## src/rtl/down_timer.sv

```systemverilog
// down_timer: loadable down-counter with IDLE/RUN/DONE handshake.
// It loads a count on start, decrements once per ei tick and pulses eu
// once when it expires. It then holds done until the consumer acks.
module down_timer #(
    parameter int unsigned N = 8
) (
    input  logic         clock,
    input  logic         reset,
    input  logic         start,
    input  logic [N-1:0] load_val,
    input  logic         ei,
    input  logic         abort,
    input  logic         ack,
    output logic [N-1:0] q,
    output logic         busy,
    output logic         done,
    output logic         eu
);

    typedef enum logic [1:0] {
        S_IDLE = 2'd0,
        S_RUN  = 2'd1,
        S_DONE = 2'd2
    } state_t;

    state_t         state_q, state_d;
    logic [N-1:0]   q_q, q_d;
    logic           busy_q, busy_d;
    logic           done_q, done_d;
    logic           eu_q, eu_d;

    // Next-state, next-count and registered flag decode
    always_comb begin
        state_d = state_q;
        q_d     = q_q;
        eu_d    = 1'b0;

        case (state_q)
            S_IDLE: begin
                if (start) begin
                    if (load_val != '0) begin
                        q_d     = load_val;
                        state_d = S_RUN;
                    end else begin
                        q_d     = '0;
                        state_d = S_DONE;
                        eu_d    = 1'b1;
                    end
                end
            end
            S_RUN: begin
                // abort wins over a tick in the same cycle; the count is frozen
                if (abort) begin
                    state_d = S_IDLE;
                end else if (ei) begin
                    if (q_q == N'(1)) begin
                        q_d     = '0;
                        state_d = S_DONE;
                        eu_d    = 1'b1;
                    end else begin
                        q_d = q_q - N'(1);
                    end
                end
            end
            S_DONE: begin
                q_d = '0;
                if (ack) begin
                    state_d = S_IDLE;
                end
            end
            default: begin
                state_d = S_IDLE;
                q_d     = '0;
            end
        endcase

        // busy/done are decoded from the next state, so they are flop outputs
        busy_d = (state_d == S_RUN);
        done_d = (state_d == S_DONE);
    end

    // State and output registers with synchronous reset
    always_ff @(posedge clock) begin
        if (reset) begin
            state_q <= S_IDLE;
            q_q     <= '0;
            busy_q  <= 1'b0;
            done_q  <= 1'b0;
            eu_q    <= 1'b0;
        end else begin
            state_q <= state_d;
            q_q     <= q_d;
            busy_q  <= busy_d;
            done_q  <= done_d;
            eu_q    <= eu_d;
        end
    end

    assign q    = q_q;
    assign busy = busy_q;
    assign done = done_q;
    assign eu   = eu_q;

endmodule
```

## config.mk

```make
export PLATFORM = sky130hd
export DESIGN_NAME = down_timer
export DESIGN_NICKNAME = d
export VERILOG_FILES = /design/src/rtl/down_timer.sv
export SDC_FILE = /design/constraint.sdc
export NUM_CORES = 1
export LEC_CHECK = 0
export CORE_MARGIN = 2
export CORE_UTILIZATION = 35
export DETAILED_ROUTE_END_ITERATION = 16
export PLACE_DENSITY_LB_ADDON = 0.2
export SLEW_MARGIN = 10
export SYNTH_ARGS = -nofsm -noshare
export SYNTH_HDL_FRONTEND = slang
export SYNTH_SLANG_ARGS = --single-unit
export TNS_END_PERCENT = 50
```

## constraint.sdc

```tcl
create_clock -name clock -period 1.9 [get_ports clock]
set_clock_uncertainty 0.2 [all_clocks]
set_input_delay 0.38 -clock clock [delete_from_list [all_inputs] [get_ports clock]]
set_output_delay 0.38 -clock clock [all_outputs]
set_load 0.1 [all_outputs]
```

# Word level (Yosys, flattened, before mapping)
# Cells that the tools add are included.
dict set report word_totals {
  reg_bits 13
  latch_bits 0
  ram_bits 0
  rom_bits 0
  n_memories 0
}
dict set report op_classes {
  n_addsub 1
  mul 0
  div_mod_pow 0
  order_cmp 0
  eq_ne 8
  shift 0
  muxes 19
  bitwise_logic 0
  reduce_logical 3
}
# cell count
set ops {}
lappend ops {{2-to-1 mux 8 bit} 5}
lappend ops {{case mux 8 bit (2 select lines)} 1}
lappend ops {{2-to-1 mux 2 bit} 6}
lappend ops {{== test 8 x 1 -> 1 bit (second input constant)} 1}
lappend ops {{nonzero test 8 bit} 1}
lappend ops {{subtractor 8 x 1 -> 8 bit (second input constant)} 1}
lappend ops {{!= test 2 bit (second input constant)} 3}
lappend ops {{case mux 2 bit (3 select lines)} 1}
lappend ops {{2-to-1 mux 1 bit} 5}
lappend ops {{== test 2 x 1 -> 1 bit (second input constant)} 2}
lappend ops {{== test 2 bit (second input constant)} 2}
lappend ops {{AND reduction 3 bit} 1}
lappend ops {{zero test 2 bit} 1}
lappend ops {{case mux 1 bit (2 select lines)} 1}

# Logic depth before layout (Yosys ltp)
# Gate-level depths: netlist (run 1).
dict set report logic_depth {
  word_depth 6
  ltp_mapped 6
}

# Least setup slack after synthesis (run 1)
# OpenSTA, ideal clock, no wires.
dict set report synth_path {
  path_kind {register -> register}
  start {register q_q[1], in the netlist q[1]}
  end {register q_q[2], in the netlist q[2]}
  setup_time_ns 0.092
  arrival_time_ns 2.227
  required_ns 1.608
  path_slack_ns -0.619
  path_stages_with_launch 7
  path_buffers 0
  synth_period_minus_slack_ns 2.519
  path_cell_list {dfxtp_1 > inv_1 > ha_1 > nor3b_2 > a21oi_1 > a32oi_1 > o32ai_1}
}
dict set report synth_between {
  elab_chain_len 5
  elab_cells_between_ends 6
}
# item line_no
set synth_lines {}
lappend synth_lines {{start: declaration} 27} ;# logic [N-1:0] q_q, q_d;
lappend synth_lines {{start signal: assignment} 92} ;# q_q <= q_d;
lappend synth_lines {{subtractor 8 x 1 -> 8 bit / == test 8 x 1 -> 1 bit (equally long branches)} {61, 56}}
lappend synth_lines {{2-to-1 mux 8 bit *} 56} ;# if (q_q == N'(1)) begin
lappend synth_lines {{2-to-1 mux 8 bit *} 55} ;# end else if (ei) begin
lappend synth_lines {{2-to-1 mux 8 bit *} 53} ;# if (abort) begin
lappend synth_lines {{case mux 8 bit (2 select lines) *} 38} ;# case (state_q)
# Every way passes the cells marked *; elsewhere a longest branch is shown, timed or not. The select of a mux whose other input is x is not followed.
# A chain may end at the register's enable or synchronous reset.

# Worst setup path in the final report (run 1)
dict set report layout_path {
  start {register q_q[1], in the netlist q[1]}
  end {register done_q, in the netlist done}
}
dict set report layout_between {
  elab_chain_len 6
}
# item line_no
set layout_lines {}
lappend layout_lines {{== test 8 x 1 -> 1 bit} 56}
lappend layout_lines {{2-to-1 mux 2 bit} 56}
lappend layout_lines {{2-to-1 mux 2 bit} 55}
lappend layout_lines {{2-to-1 mux 2 bit} 53}
lappend layout_lines {{case mux 2 bit (3 select lines)} 38}
lappend layout_lines {{== test 2 bit} 79} ;# done_d = (state_d == S_DONE);
lappend layout_lines {{end signal: assignment} 94} ;# done_q <= done_d;
lappend layout_lines {{end: declaration} 29} ;# logic done_q, done_d;
# No other way between the ends.

==> results of run 1 <==
registers in the layout, summed over array words and instances, names as in the netlist:
register,flops
state_q,2
eu,1
done,1
busy,1
q,8
final timing paths:
path | slack [ns] | to | start
setup / recovery | 0.10 | done | q[1]
hold / removal | 0.34 | q[1] | q[1]
setup reg to reg | 0.10 | done | q[1]
hold reg to reg | 0.34 | q[1] | q[1]
per-layer routing:
layer	share of wire, %	up-vias
li1	-	433
met1	45	430
met2	49	26
met3	4.7	4
met4	1.7	0
met5	0	-
logic make-up (layout without fill, tap and decap cells):
group / count (synthesis) / after routing / share of synthesized area, %
adder cells (fa/ha/maj): 2 / 2 / 3.19
AND/OR/NAND/NOR: 38 / 38 / 30.5
AO/OA/AOI/OAI: 30 / 30 / 27.8
buffers and inverters: 11 / 47 / 5.27
flip-flops: 13 / 13 / 33.2
timing repair:
item                       CTS  global route
setup endpoints to repair    0             6
gates resized for setup      0             7
buffers inserted             0             1
cells in the mapped netlist, drive strengths merged, types with 4 or more instances:
| cell type | number |
|---|---|
| a21oi | 6 |
| a22oi | 4 |
| dfxtp | 13 |
| inv | 7 |
| nand2 | 4 |
| nand2b | 5 |
| nor2 | 9 |
| nor3 | 4 |
| nor4 | 4 |
| o21ai | 4 |
| o32ai | 5 |
area by class of cell:
class | instances | area (µm²) | share of cell area, %
inverter | 8 | 32.5 | 2.45
multi-input combinational | 70 | 524 | 39.5
timing repair buffer | 35 | 433 | 32.6
clock buffer | 4 | 26.3 | 1.98
sequential | 13 | 275 | 20.8
tap | 28 | 35.0 | 2.64
worst register-to-register path: stages (launching register included):
cell	delay, ns
dfxtp_4	0.35
inv_4	0.07
ha_4	0.13
nor3b_4	0.27
nand3_2	0.11
o31a_1	0.36
a221oi_2	0.23
power breakdown:
group / switching [W] / total (W) / internal (W)
sequential: 0.0000420 / 0.000338 / 0.000296
combinational: 0.000258 / 0.000451 / 0.000193
clock: 0.0000928 / 0.000174 / 0.0000814
total: 0.000393 / 0.000962 / 0.000569
per-stage QoR:
step	area [µm²]	worst slack (ns)
after global placement	1260	-0.140
after detailed placement	1260	-0.190
after global routing	1330	-0.00692
after floorplan	807	-0.0323
final	1330	0.102
after CTS	1280	0.00812
==> results.txt, run 1 <==
- The critical path goes through inv_4 > ha_4 > nor3b_4 > nand3_2 > o31a_1 > a221oi_2.
- Yosys printed 0 warnings.
- Power per cell area: 726 mW/mm²
- Share of the core filled with cells: 61.1%
- Largest cells by area after synthesis: dfxtp_1, o32ai_1, nor2_1
* Cell depth of the worst flop-to-flop path: 6
- Endpoints failing setup: 0
- Hold buffer count at CTS: 0
- Counting every net in the synthesized netlist gives 110.
- Floorplan die height: 51.3 µm
- Worst-margin pin slew: 0.416 ns
* Number of inserted diodes: 0
- Area share of the largest cell type after synthesis: 33.2%
* Die width: 51.3 µm
- After the flow finishes, the layout carries non-filler instances totaling 158.
- Summing every instance area after synthesis gives 783 µm².
- For this run, global-route usage on met1 was measured as 24.5%.
- Overall power consumption after layout is estimated at 0.000962 W.
- Initial core utilization: 36.1%
- Last weighted congestion value of the routability-driven placer: 0.894
- The clock net in this run drives a total of 13 sinks.
- Input and output buffers added on the ports amount to 24.
- In the routed design, unresolved DRC markers number 0.
- CTS H-tree lvls: 1
* Vias per inst: 5.65
- WP buf/inv: 1
- Endpoint type of the worst setup path: flip-flop
- Worst min-delay path category: reg -> reg
* Wire length of the first global-routing pass: 3770 µm
* Unrepaired setup endpoints after global routing: yes
- Post-synth ARST share: 0%
- The largest individual stage delay along the critical path comes from the cell o31a_1.
- After legalization and detailed placement, the total HPWL measured 1790 µm.
- TritonCTS built the clock tree.
- Fill cells in the final layout number 203.
- Worst hold margin: 0.344 ns
- Static leakage: 0.492 nW
- Clock insertion delay at the later pin of the skew report: 0.28 ns
* Boundary pin count: 25
- Portion of the clock cycle consumed by the worst path in the final layout: 94.6%
* Critical Path RT: 1.89 ns
- Global routing used 19.5% of the available tracks.
* Arrival @ worst endpoint: 1.79 ns
* Overflow after GRT: 0
* Largest buffer count on any clock path: 2
- The die covers 0.00263 mm².
- In this design, the stage delay of the slowest critical-path cell is 0.36 ns.
- Standard cell core area: 0.00217 mm²
- In this run the clock root is driven by a clkbuf_4.
- Counting flops with a built-in enable in the synthesized netlist gives 0.
* Number of synthesized register bits: 13
- After floorplanning, the core was divided into 17 placement rows.
* Number of CTS-inserted buffers: 3
- Worst Path Class, Setup: reg -> reg
* Leading cell types in the layout, fill and taps excluded: clkdlybuf4s50_1, buf_12, buf_4
* Fin crit period: 1.80 ns
- Across the VDD grid, the largest voltage drop is 560 µV.
- The library cell used most frequently in the layout, excluding fill and tap cells, is clkdlybuf4s50_1.
* Stages on worst setup path: 6
- DR pass1 iterations: 4
* Met2 global-route usage: 30.5%
- STA classifies the critical path startpoint as a flip-flop.
- The routed design has 2300 µm of wire.
- Worst hold path cell count: 2
- Of all cell types, the one taking the most synthesized area is dfxtp_1.
- Final-report hold violation count: 0
- Kind of cell with the highest combined delay on the critical path: compound AO/OA/AOI/OAI gates
- Leading register cell type out of synthesis: dfxtp_1
- The run finished with clean final reports.
- Grt peak-use layer: met2
- The detail route stage leaves a number of antenna-violating nets equal to 0.
- The total count of max-transition violations in the final report is 0.
- Placed Cells incl. Taps: 153
- The routed layout has 893 vias.
- CTS clk-pin slew, worst paths: 0.08 ns
- In this run the tightest slew margin relative to its limit is 72.0%.
- Entering global routing, the biggest net connects 11 pins.
- For the final routed database, the setup TNS stands at 0 ns.
* Sequential cell area fraction in the yosys report: 33.2%
- Max-cap violations in this run came to 0.
- Average routed wire per standard cell: 14.5 µm
* Met3 Resource Use GR: 4.39%
- The synthesized netlist contains 33 unique library cells.
* Area grow syn2layout: 69.3%
- Fraction of layout cells with a size suffix above 1: 33.1%
- In this run, the number of DRC markers left after iteration 0 of detailed routing was 34.
- Post-Syn Area per Cell: 8.33 µm²
- Maximum achievable frequency: 0.556 GHz
- Cells after Synth: 94
* Via count of the first global-routing pass: 880
- Final nets: 147
* Maximum net fanout on the critical path: 4
* Initial antenna violation count: 0
Note: power is estimated with default switching activity, not from simulation.
==> inputs of run 2 (changes only) <==
Settings changed: CORE_UTILIZATION 35 to 44.
==> run 2 against run 1 <==
Against the previous run:
- design area rose by 0.85%
- sequential power barely moved
- global-route usage up 3.6 points
- sequential cell count is the same
- cell count fell by 0.63%
- critical endpoint is now state_q[1]
- largest cell class unchanged
==> results.txt, run 2 (same netlist as run 1, synthesis figures left out) <==
* Worst hold path cell count: 3 (was 2)
* Origin of the worst min-delay path: load_val[5] (was q[1])
* Clock power share: 18.1% (about the same)
* Fin crit period: 1.81 ns (was 1.80 ns)
- Overflow after GRT: 0 (unchanged)
- Number of CTS-inserted buffers: 3 (unchanged)
- Via total after detailed routing: 921 (was 893)
* Pre-CTS setup slack: -0.277 ns (was -0.190 ns)
- The clock sink count was 13 (unchanged).
- The startpoint type of the worst setup path was a flip-flop (unchanged).
* Worst min-delay path category: in -> reg (was reg -> reg)
- The worst-case register-to-register setup slack was 0.09 ns (was 0.10 ns).
* Initial core utilization: 45.9% (was 36.1%)
- Standard cell core area: 0.00171 mm² (was 0.00217 mm²)
- Net switching power: 0.000387 W (was 0.000393 W)
- Area grow syn2layout: 70.8% (was 69.3%)
* Worst Path Class, Setup: reg -> reg (unchanged)
* Portion of the clock cycle consumed by the worst path in the final layout: 95.5% (was 94.6%)
- The max-cap check violation count came to 0 (unchanged).
- The residual antenna-violating net count after detailed routing came to 0 (unchanged).
* Clock insertion delay at the later pin of the skew report: 0.28 ns (about the same)
- Switching power as a share of total power: 40.6% (was 40.8%)
* Wire length of the first global-routing pass: 3530 µm (was 3770 µm)
- The most frequent standard cell in the layout excluding fill and tap cells is buf_4 (was clkdlybuf4s50_1).
- The cell internal power dissipation was 0.000565 W (was 0.000569 W).
- Clock Root Buffer: clkbuf_4 (unchanged)
- Comb pwr share: 46.3% (was 46.8%)
- DPL Wire Length: 1760 µm (was 1790 µm)
- Largest net degree at the start of global routing: 11 (unchanged)
- Unrepaired setup endpoints after global routing: yes (unchanged).
- The total power density per cell area was 711 mW/mm² (was 726 mW/mm²).
* Slew Limit Fails: 0 (unchanged)
- CTS clk-pin slew, worst paths: 0.08 ns (about the same)
* Relative slew slack: 75.6% (was 72.0%)
* Last weighted congestion value of the routability-driven placer: 0.932 (was 0.894)
- Routed wire length: 2280 µm (was 2300 µm)
- Run status: completed (unchanged).
- Endpoints failing setup: 0 (unchanged)
- Critical Path RT: 1.90 ns (was 1.89 ns)
* Largest register FFs: 8 (unchanged)
- Number of inserted diodes: 0 (unchanged)
* Vias per inst: 5.87 (was 5.65)
- The arrival time of the worst setup path came to 1.81 ns (was 1.79 ns).
- GRT Overall Usage: 23.1% (was 19.5%)
* Initial antenna violation count: 0 (unchanged)
* Hold buffer count at CTS: 0 (unchanged)
- Worst supply voltage drop on vdd: 672 µV (was 560 µV)
- The final worst-path setup slack came to 0.0853 ns (was 0.102 ns).
- The reg-to-reg endpoint is state_q[1] (was done).
- DR pass1 iterations: 4 (unchanged)
- Boundary pin count: 25 (unchanged)
- Floorplan die height: 46.2 µm (was 51.3 µm)
- The endpoint class of the critical path is a flip-flop (unchanged).
- Static leakage: 0.517 nW (was 0.492 nW)
- The area of the die is 0.00213 mm² (was 0.00263 mm²).
* Final total negative setup slack: 0 ns (unchanged)
- Die width: 46.2 µm (was 51.3 µm)
- Worst reg2reg path startpoint: q[1] (unchanged)
- # DRC: 0 (unchanged)
- CTS tree: built (unchanged)
* Fraction of layout cells with a size suffix above 1: 34.1% (was 33.1%)
- The number of cell rows came to 15 (was 17).
* Reg power frac: 35.6% (was 35.1%)
* Worst hold path endpoint: q[5] (was q[1])
- Largest buffer count on any clock path: 2 (unchanged)
* Maximum net fanout on the critical path: 4 (unchanged)
- Maximum achievable frequency: 0.551 GHz (was 0.556 GHz)
- Leading cell types in the layout, fill and taps excluded: buf_4, clkdlybuf4s50_1, buf_12 (was clkdlybuf4s50_1, buf_12, buf_4)
- The post-layout net count was 149 (was 147).
- The cell depth of the worst flop-to-flop path is 6 (unchanged).
- The number of global-route vias before repair is 858 (was 880).
- The mean routed wirelength per cell came to 14.5 µm (about the same).
- Final-report hold violation count: 0 (unchanged)
- Initial drt markers: 37 (was 34)
- The transition at the pin with the smallest max-transition slack was 0.366 ns (was 0.416 ns).
- The number of buffers added on ports came to 24 (unchanged).
- CTS H-tree lvls: 1 (unchanged)
## run 2: area by class of cell
type	count	area (µm²)
Timing Repair Buffer	37	453
Sequential cell	13	275
Tap cell	25	31.3
Clock buffer	4	26.3
Multi-Input combinational cell	70	519
Inverter	8	32.5
Fill cell	106	370
## run 2: power groups by stage
| stage | registers (W) | logic (W) | clock network (W) |
|---|---|---|---|
| 2_1_floorplan | 0.000458 | 0.000138 | 0 |
| 3_3_place_gp | 0.000341 | 0.000416 | 0 |
| 3_5_place_dp | 0.000342 | 0.000422 | 0 |
| 4_1_cts | 0.000337 | 0.000427 | 0.000180 |
| 5_1_grt | 0.000342 | 0.000465 | 0.000190 |
| 6_report | 0.000338 | 0.000441 | 0.000173 |
## run 2: worst max path at each step
stage	startpoint	end	cells after the start
finish	q[1]	state_q[1]	6
global route	q[1]	q[3]	7
CTS	q[1]	done	6
detailed placement	load_val[5]	state_q[1]	6
global placement	load_val[4]	done	6
floorplan	q[0]	done	5
## run 2: repair_timing
item | CTS | global route
endpoints found under the setup margin | 2 | 6
pin swaps | 5 | 5
resized for setup | 2 | 6
setup buffers | 1 | 1
## run 2: metrics by stage
| stage | total power (W) | util (%) | cell area [µm²] | instances | hold WS (ns) |
|---|---|---|---|---|---|
| 6_report | 0.000951 | 78.3 | 1340 | 157 | 0.281 |
| 5_1_grt | 0.000997 | 78.3 | 1340 | 157 | 0.317 |
| 4_1_cts | 0.000943 | 76.1 | 1300 | 156 | 0.333 |
| 3_5_place_dp | 0.000764 | 73.8 | 1260 | 151 | 0.321 |
| 3_3_place_gp | 0.000757 | 73.8 | 1260 | 151 | 0.320 |
| 2_1_floorplan | 0.000596 | - | 807 | 94 | 0.288 |
## run 2: worst max-delay path: stages (launching register included)
cell	delay, ns
dfxtp_4	0.37
inv_4	0.07
ha_4	0.13
nor3b_4	0.28
nand3_2	0.13
o31a_1	0.31
a221oi_2	0.25
## run 2: metal layers
layer  share of wire [%]  vias up  track usage [%]
met1                  37      411             26.8
met4                 3.2        0             13.1
met2                  50       59             39.2
met3                  10       11             4.31
met5                   0        -                0
li1                    -      440                -
==> inputs of run 3 (changes only) <==
Settings changed: SKIP_CTS_REPAIR_TIMING from default to 1, SLEW_MARGIN 10 to 20.
==> run 3 against run 2 <==
Against the previous run:
- power rose by 2.2%
- via count rose by 3.6%
- highest routed layer unchanged
- cell count rose by 0.64%
- largest power group unchanged
==> results.txt, run 3 (same netlist as run 1, synthesis figures left out) <==
- Worst-margin pin slew: 0.388 ns (was 0.366 ns)
- Power per cell area: 721 mW/mm² (was 711 mW/mm²)
* Endpoint type of the worst setup path: flip-flop (unchanged)
* Die width: 46.2 µm (unchanged)
- The area of the core region was 0.00171 mm² (unchanged).
- The final worst-path setup slack is 0.0406 ns (was 0.0853 ns).
- The residual antenna-violating net count after detailed routing was 0 (unchanged).
* Initial core utilization: 45.9% (unchanged)
* Worst min-delay path category: reg -> reg (was in -> reg)
* Via total after detailed routing: 954 (was 921)
* CP max stage cell: dfxtp_4 (unchanged)
* Worst Path Class, Setup: reg -> reg (unchanged)
- Relative slew slack: 74.1% (was 75.6%)
- DR pass1 iterations: 4 (unchanged)
* Overflow after GRT: 0 (unchanged)
- The number of cell rows is 15 (unchanged).
- Run status: completed (unchanged).
- The vertical extent of the die is 46.2 µm (unchanged).
- Critical Path RT: 1.90 ns (about the same)
- Unrepaired setup endpoints after global routing: yes (unchanged).
* Worst supply voltage drop on vdd: 676 µV (was 672 µV)
- Endpoints failing setup: 0 (unchanged)
- The total clock buffers created by CTS is 3 (unchanged).
* Arrival @ worst endpoint: 1.86 ns (was 1.81 ns)
- Series of cell instances along the critical path: inv_2 > ha_4 > nor3b_4 > nand3_2 > o31a_1 > a221oi_2 (was inv_4 > ha_4 > nor3b_4 > nand3_2 > o31a_1 > a221oi_2)
* Initial antenna violation count: 0 (unchanged)
- Number of clock sinks: 13 (unchanged)
- The total negative slack for setup checks is 0 ns (unchanged).
* Via count of the first global-routing pass: 854 (was 858)
- The max-cap check violation count was 0 (unchanged).
- The startpoint type of the worst setup path is a flip-flop (unchanged).
* Routed wire length: 2470 µm (was 2280 µm)
- Max incr delay on CP: 0.37 ns (about the same)
- Maximum achievable frequency: 0.538 GHz (was 0.551 GHz)
- CTS H-tree lvls: 1 (unchanged)
* Average routed wire per standard cell: 15.6 µm (was 14.5 µm)
* Clock Root Buffer: clkbuf_4 (unchanged)
- The worst setup slack before clock tree synthesis was -0.277 ns (unchanged).
- CTS clk-pin slew, worst paths: 0.08 ns (about the same)
* Wire length of the first global-routing pass: 3500 µm (was 3530 µm)
- The area growth from synthesis to layout is 72.2% (was 70.8%).
- The post-layout net count was 150 (was 149).
- The total half-perimeter wirelength after legalization and detailed placement came to 1760 µm (unchanged).
* Clock insertion delay at the later pin of the skew report: 0.28 ns (about the same)
- Vias per inst: 6.04 (was 5.87)
* # DRC: 0 (unchanged)
* Maximum net fanout on the critical path: 4 (unchanged)
- The overall track demand over capacity in global routing was 23.0% (was 23.1%).
* Leading cell types in the layout, fill and taps excluded: buf_4, clkdlybuf4s50_1, buf_12 (unchanged)
- Number of inserted diodes: 0 (unchanged)
* Fin crit period: 1.86 ns (was 1.81 ns)
- Largest net degree at the start of global routing: 11 (unchanged)
- Number of port buffers: 24 (unchanged)
* Static leakage: 0.505 nW (was 0.517 nW)
- The area of the die came to 0.00213 mm² (unchanged).
- The number of flip-flops in the largest register was 8 (unchanged).
* Portion of the clock cycle consumed by the worst path in the final layout: 97.9% (was 95.5%)
* Total of fill cells in the finished design: 104 (was 106)
* Initial drt markers: 46 (was 37)
* Most common cell after layout, fill and taps aside: buf_4 (unchanged)
- Last weighted congestion value of the routability-driven placer: 0.932 (unchanged)
- CTS tree: built (unchanged)
* Largest buffer count on any clock path: 2 (unchanged)
- Final-report hold violation count: 0 (unchanged)
* Slew Limit Fails: 0 (unchanged)
* Boundary pin count: 25 (unchanged)
* Fraction of layout cells with a size suffix above 1: 36.1% (was 34.1%)
[run 3: area by class of cell]
cell class	count	area [µm²]	area share, %
multi-input cells	70	531	39.3
clock buffers	4	26.3	1.95
inverters	8	30.0	2.23
well taps	25	31.3	2.32
flip-flops and latches	13	275	20.4
repair buffers	38	455	33.8
[run 3: routing by layer]
layer  GRT usage (%)  routed length (µm)  vias to the layer above  part of all wire (%)
met4            13.1                  85                        0                   3.4
met2            38.9                1290                       58                    52
li1                -                   -                      445                     -
met3            4.31                 187                       11                   7.6
met5               0                   0                        -                     0
met1            26.6                 905                      440                    37
[run 3: path summary, 6_finish.rpt]
| kind | startpoint | to | slack, ns | cells past startpoint |
|---|---|---|---|---|
| worst max-delay path | q[1] | done | 0.04 | 6 |
| worst max register to register | q[1] | done | 0.04 | 6 |
| worst min register to register | q[4] | q[4] | 0.33 | 2 |
| worst min-delay path | q[4] | q[4] | 0.33 | 2 |
[run 3: where the power goes]
part	switching (W)	internal [W]	total (W)	leakage, nW
registers	0.0000427	0.000296	0.000338	0.110
logic	0.000263	0.000196	0.000458	0.379
clock network	0.0000937	0.0000817	0.000175	0.0150
[run 3: per-stage QoR]
step | hold slack (ns) | total power (W) | area (µm²) | instances | util, %
2_1_floorplan | 0.288 | 0.000596 | 807 | 94 | -
3_3_place_gp | 0.320 | 0.000757 | 1260 | 151 | 73.8
3_5_place_dp | 0.321 | 0.000764 | 1260 | 151 | 73.8
4_1_cts | 0.333 | 0.000939 | 1290 | 155 | 75.3
5_1_grt | 0.374 | 0.00101 | 1350 | 158 | 79.0
6_report | 0.330 | 0.000972 | 1350 | 158 | 79.0
[run 3: worst max-delay path: cells and delay by family, from the launching register on]
family,cells,cell delay (ns)
flops,1,0.37
buf+inv,1,0.08
compound gates,2,0.61
simple gates,2,0.37
fa+ha+maj,1,0.13
